[src/rtl/audio_seq_pkg.sv]
// Shared types and defaults for the audio filter sequencer.
// Holds the frame FSM encoding and the Q0.COEF_W unity constant.
package audio_seq_pkg;

    localparam int SAMPLE_W_DEF = 16;
    localparam int COEF_W_DEF   = 8;
    localparam int COEF_ONE     = 1 << COEF_W_DEF;

    typedef enum logic [1:0] {
        S_IDLE  = 2'd0,
        S_LEFT  = 2'd1,
        S_RIGHT = 2'd2,
        S_DONE  = 2'd3
    } seq_state_e;

endpackage

[src/rtl/audio_filter_sequencer_blend.sv]
// Combinational one-pole blend: y = (a*x + (1-a)*y_prev) >>> COEF_W.
// Shared by both channels; bypass passes x straight through.
module audio_blend_unit
    import audio_seq_pkg::*;
#(
    parameter int SAMPLE_W = SAMPLE_W_DEF,
    parameter int COEF_W   = COEF_W_DEF
) (
    input  logic signed [SAMPLE_W-1:0] x,
    input  logic signed [SAMPLE_W-1:0] y_prev,
    input  logic        [COEF_W-1:0]   alpha,
    input  logic                       bypass,
    output logic signed [SAMPLE_W-1:0] y_new
);

    localparam int W = SAMPLE_W + COEF_W + 2;
    localparam logic signed [W-1:0] ONE = W'(1 << COEF_W);

    logic signed [W-1:0] xe;
    logic signed [W-1:0] ye;
    logic signed [W-1:0] ae;
    logic signed [W-1:0] be;
    logic signed [W-1:0] acc;

    assign xe  = {{(W-SAMPLE_W){x[SAMPLE_W-1]}}, x};
    assign ye  = {{(W-SAMPLE_W){y_prev[SAMPLE_W-1]}}, y_prev};
    assign ae  = {{(W-COEF_W){1'b0}}, alpha};
    assign be  = ONE - ae;
    assign acc = (ae * xe) + (be * ye);

    // Arithmetic shift gives floor division for negative sums.
    assign y_new = bypass ? x : SAMPLE_W'(acc >>> COEF_W);

endmodule

[src/rtl/audio_filter_sequencer.sv]
// Frame sequencer: filters left then right through one blend unit.
// Define AUDIO_SEQ_OVERRUN_EN to enable the sticky overrun flag.
module audio_filter_sequencer
    import audio_seq_pkg::*;
#(
    parameter int SAMPLE_W = SAMPLE_W_DEF,
    parameter int COEF_W   = COEF_W_DEF
) (
    input  logic                  AUD_BCLK,
    input  logic                  rst,
    input  logic                  AUD_DACLRCK,
    input  logic [2*SAMPLE_W-1:0] audioIn,
    input  logic [COEF_W-1:0]     coef_alpha,
    input  logic                  bypass,
    output logic [2*SAMPLE_W-1:0] audioOut,
    output logic                  out_valid,
    output logic                  busy,
    output logic                  overrun
);

    seq_state_e state;

    logic                       lrck_q;
    logic                       frame_start;
    logic [2*SAMPLE_W-1:0]      in_q;
    logic [COEF_W-1:0]          alpha_q;
    logic                       bypass_q;
    logic signed [SAMPLE_W-1:0] y_left;
    logic signed [SAMPLE_W-1:0] y_right;
    logic signed [SAMPLE_W-1:0] x_sel;
    logic signed [SAMPLE_W-1:0] y_sel;
    logic signed [SAMPLE_W-1:0] y_new;

    assign frame_start = AUD_DACLRCK & ~lrck_q;
    assign busy        = (state != S_IDLE);

    // LEFT feeds the left channel; every other state presents right.
    assign x_sel = (state == S_LEFT) ? $signed(in_q[2*SAMPLE_W-1:SAMPLE_W])
                                     : $signed(in_q[SAMPLE_W-1:0]);
    assign y_sel = (state == S_LEFT) ? y_left : y_right;

    audio_blend_unit #(
        .SAMPLE_W (SAMPLE_W),
        .COEF_W   (COEF_W)
    ) u_blend (
        .x      (x_sel),
        .y_prev (y_sel),
        .alpha  (alpha_q),
        .bypass (bypass_q),
        .y_new  (y_new)
    );

    always_ff @(posedge AUD_BCLK or negedge rst) begin
        if (!rst) begin
            state     <= S_IDLE;
            lrck_q    <= 1'b0;
            in_q      <= '0;
            alpha_q   <= '0;
            bypass_q  <= 1'b0;
            y_left    <= '0;
            y_right   <= '0;
            audioOut  <= '0;
            out_valid <= 1'b0;
        end else begin
            lrck_q    <= AUD_DACLRCK;
            out_valid <= 1'b0;
            unique case (state)
                S_IDLE: begin
                    if (frame_start) begin
                        in_q     <= audioIn;
                        alpha_q  <= coef_alpha;
                        bypass_q <= bypass;
                        state    <= S_LEFT;
                    end
                end
                S_LEFT: begin
                    y_left <= y_new;
                    state  <= S_RIGHT;
                end
                S_RIGHT: begin
                    y_right   <= y_new;
                    audioOut  <= {y_left, y_new};
                    out_valid <= 1'b1;
                    state     <= S_DONE;
                end
                S_DONE: begin
                    state <= S_IDLE;
                end
                default: begin
                    state <= S_IDLE;
                end
            endcase
        end
    end

`ifdef AUDIO_SEQ_OVERRUN_EN
    always_ff @(posedge AUD_BCLK or negedge rst) begin
        if (!rst) begin
            overrun <= 1'b0;
        end else if (frame_start && state != S_IDLE) begin
            overrun <= 1'b1;
        end
    end
`else
    assign overrun = 1'b0;
`endif

endmodule

[config.mk]
export PLATFORM = sky130hd
export DESIGN_NAME = audio_filter_sequencer
export DESIGN_NICKNAME = d
export VERILOG_FILES = /design/src/rtl/audio_seq_pkg.sv /design/src/rtl/audio_filter_sequencer_blend.sv /design/src/rtl/audio_filter_sequencer.sv
export SDC_FILE = /design/constraint.sdc
export NUM_CORES = 1
export LEC_CHECK = 0
export BUFFER_PORTS_ARGS = -buffer_cell sky130_fd_sc_hd__buf_2
export CAP_MARGIN = 10
export CORE_ASPECT_RATIO = 0.75
export CORE_MARGIN = 2
export CORE_UTILIZATION = 64
export CTS_CLUSTER_DIAMETER = 50
export CTS_CLUSTER_SIZE = 40
export DETAILED_ROUTE_END_ITERATION = 10
export PLACE_DENSITY = 0.83
export SLEW_MARGIN = 20
export SYNTH_ARGS = -nofsm -noshare
export SYNTH_HDL_FRONTEND = slang
export SYNTH_SLANG_ARGS = --single-unit
[constraint.sdc]
create_clock -name AUD_BCLK -period 9.5 [get_ports AUD_BCLK]
set_input_delay 1.9 -clock AUD_BCLK [delete_from_list [all_inputs] [get_ports AUD_BCLK]]
set_output_delay 1.9 -clock AUD_BCLK [all_outputs]
set_load 0.02 [all_outputs]
==> metrics <==
outcome complete, no violations; Worst Path Class, Setup flop to flop; Chip Width 174.8 um; clk sinks 93; Post-route DRC 0; footprint of the multi-input gates 10350 um2; post-synthesis instance total 1432; CTS tree yes; Cell Area, Synth 14000 um2; CP endpoint kind flop; r2r worst-path depth 22; dpl hpwl 28840 um; Synth Area in Compound Gates 5.595%; initial antenna violation count 0; Die ar. 23080 um2; Setup crit start kind flop; Worst-Margin Slew 1.067 ns; synth warn 0; highest net fanout along the worst path 13; CTS clk-pin slew, worst paths 0.07 ns; Post-Synth XOR/XNOR Area 2.395%; clk root buf clkbuf_16; syn_area_per_cell 9.775 um2; Most used DFF post-synth dfrtp_1; unrepaired setup endpoints after global routing false; DR WL/cell 19.76 um; final instance area 14980 um2; drt pass-1 iters 6; fillers 1618; routed wire length 35080 um; syn_nets 1820; diodes inserted 0; post-synthesis adder-cell area fraction 44.48%; antenna-violating nets left 0; initial drt markers 752; core area 21300 um2; chip height 132.1 um; Max Fclk 126.2 MHz; vias in the first global route 10930; cell row count 46; final setup TNS 0 ns; Setup WS post-layout 1.578 ns; commonest non-fill, non-tap cell in the layout inv_1; CTS Buf Count 9; Req. time, crit path 9.71 ns; Synth Area in Simple Gates 12.56%; Area Growth Syn to Fin 6.981%; Final Core Density 70.32%; Min-Delay Path Class flop to flop; Final GP Congestion 0.9383; share of layout cells above drive strength 1 13.92%; register area share after synthesis 16.62%; Fin. Hold Viols 0; GRT Overall Usage 31.90%; Post-CTS Setup Bufs 0; async set or reset register ratio after synthesis 100.0%; pin count of the biggest net entering global routing 66; Sequential Area 2327 um2; first-pass GRT wire length 57030 um; final slew viol count 0; Yosys reg bits 93; Clock Skews 0.008503 ns; Cells on Worst Hold Path 1; EDFF count, synth 0; Clock Latency Late Sink 0.35 ns; Final Setup Violations 0; Tcrit/Tclk final 83.39%; Port-buffer cells 77; Yosys cell types 57; Worst EP arrival 8.13 ns; CTS resizes 0; Placed Instance Area 14670 um2; GRT overflow 0; DR vias 10190; minimum clock period 7.922 ns; Initial Utilization 65.73%; CTS max path bufs 2; DR vias/cell 5.741; Layout Nets 1870; io pins 79; # H-tree levels 3; CTS Hold Bufs 0; mux contribution to synthesized area 8.679%; Relative slew margins 26.84%; main combinational cell family by area after synthesis adder cells; MaxCap Viol Count 0; Place WS 1.660 ns; leading cell types in the layout, fill and taps excluded 302 x inv_1, 256 x fa_1, 151 x nand2_1
-- cell families (layout without fill, tap and decap cells) --
logic type                 Yosys count  in the layout
other                                1              1
buffers and inverters              357            412
and+or+nand+nor                    375            375
muxes                              110            110
DFF                                 93             93
AOI/OAI and AO/OA                  120            120
xor gates and xnor gates            32             32
adders and majority gates          344            344
-- path summary, 6_finish.rpt --
path	from	to	slack, ns
max	alpha_q[0]	y_left[11]	1.58
min	audioOut[27]	audioOut[27]	0.51
max reg2reg	alpha_q[0]	y_left[11]	1.58
min reg2reg	audioOut[27]	audioOut[27]	0.51
max in group asynchronous	rst	alpha_q[6]	6.90
min in group asynchronous	rst	in_q[12]	1.46
-- Yosys cell counts, types with 4 or more instances --
library cell  count  area share (%)
dfrtp_1          93              17
a211o_1           4            0.25
and2_1           57             2.5
o221ai_1          5            0.31
xnor2_1          21             1.3
xnor3_1           4            0.64
nand2_1         152             4.1
clkbuf_1         39             1.0
o21ai_0          21            0.75
o211ai_1          4            0.21
nor3_1            5            0.18
fa_1            256              37
nor2_1           85             2.3
mux2_2           87             7.0
and3_1            9            0.40
a21oi_1          30             1.1
o22ai_1           4            0.18
or3_1             4            0.18
mux2i_1          21             1.5
buf_1            10            0.27
a21o_1           18            0.97
o21a_1            7            0.38
nor2b_1          33             1.5
nand2b_1          6            0.27
a31oi_1          12            0.54
xor2_1            7            0.44
ha_1             88             7.9
nand4_1           5            0.22
inv_1           302             8.1
nand3_1           8            0.29
-- stage by stage --
| stage | cells | hold slack [ns] |
|---|---|---|
| floorplan | 1432 | 0.4724 |
| global placement | 1759 | 0.4851 |
| detailed placement | 1759 | 0.4920 |
| CTS | 1775 | 0.5074 |
| global route | 1775 | 0.5177 |
| finish | 1775 | 0.5060 |
-- metal layers --
layer	track usage [%]	vias to the layer above	wire length [um]
met5	0	-	0
met4	11.94	0	1432
met3	4.902	98	2414
met2	53.29	419	17220
met1	42.54	5179	14010
li1	-	4495	-
-- layout make-up --
| class | instances | area share, % |
|---|---|---|
| Clock buffer | 10 | 1.529 |
| Clock inverter | 6 | 0.4762 |
| Inverter | 304 | 7.620 |
| Multi-Input combinational cell | 982 | 69.09 |
| Sequential cell | 93 | 15.54 |
| Tap cell | 288 | 2.406 |
| Timing Repair Buffer | 92 | 3.342 |
-- flip-flops by register name, indices dropped and copies added (netlist names) --
| name | cells |
|---|---|
| alpha_q | 8 |
| audioOut | 32 |
| bypass_q | 1 |
| in_q | 32 |
| lrck_q | 1 |
| out_valid | 1 |
| state | 2 |
| y_left | 16 |
-- worst max-delay path: stages (launching register included) --
cell     delay, ns
dfrtp_1       0.37
inv_1         0.54
ha_1          0.41
nor3b_1       0.37
xnor2_1       0.51
nand2_1       0.19
fa_1          0.59
inv_1         0.06
fa_1          0.55
fa_1          0.44
fa_1          0.46
fa_1          0.50
inv_1         0.05
fa_1          0.47
inv_1         0.04
ha_1          0.35
and4_1        0.26
and2b_1       0.18
a211o_1       0.37
nor3_1        0.49
nand2_1       0.12
a31oi_1       0.32
o22ai_1       0.13
Power is left out: the tool's default activity adds up to more than one toggle a clock period on the data nets, which glitch-free logic cannot reach.
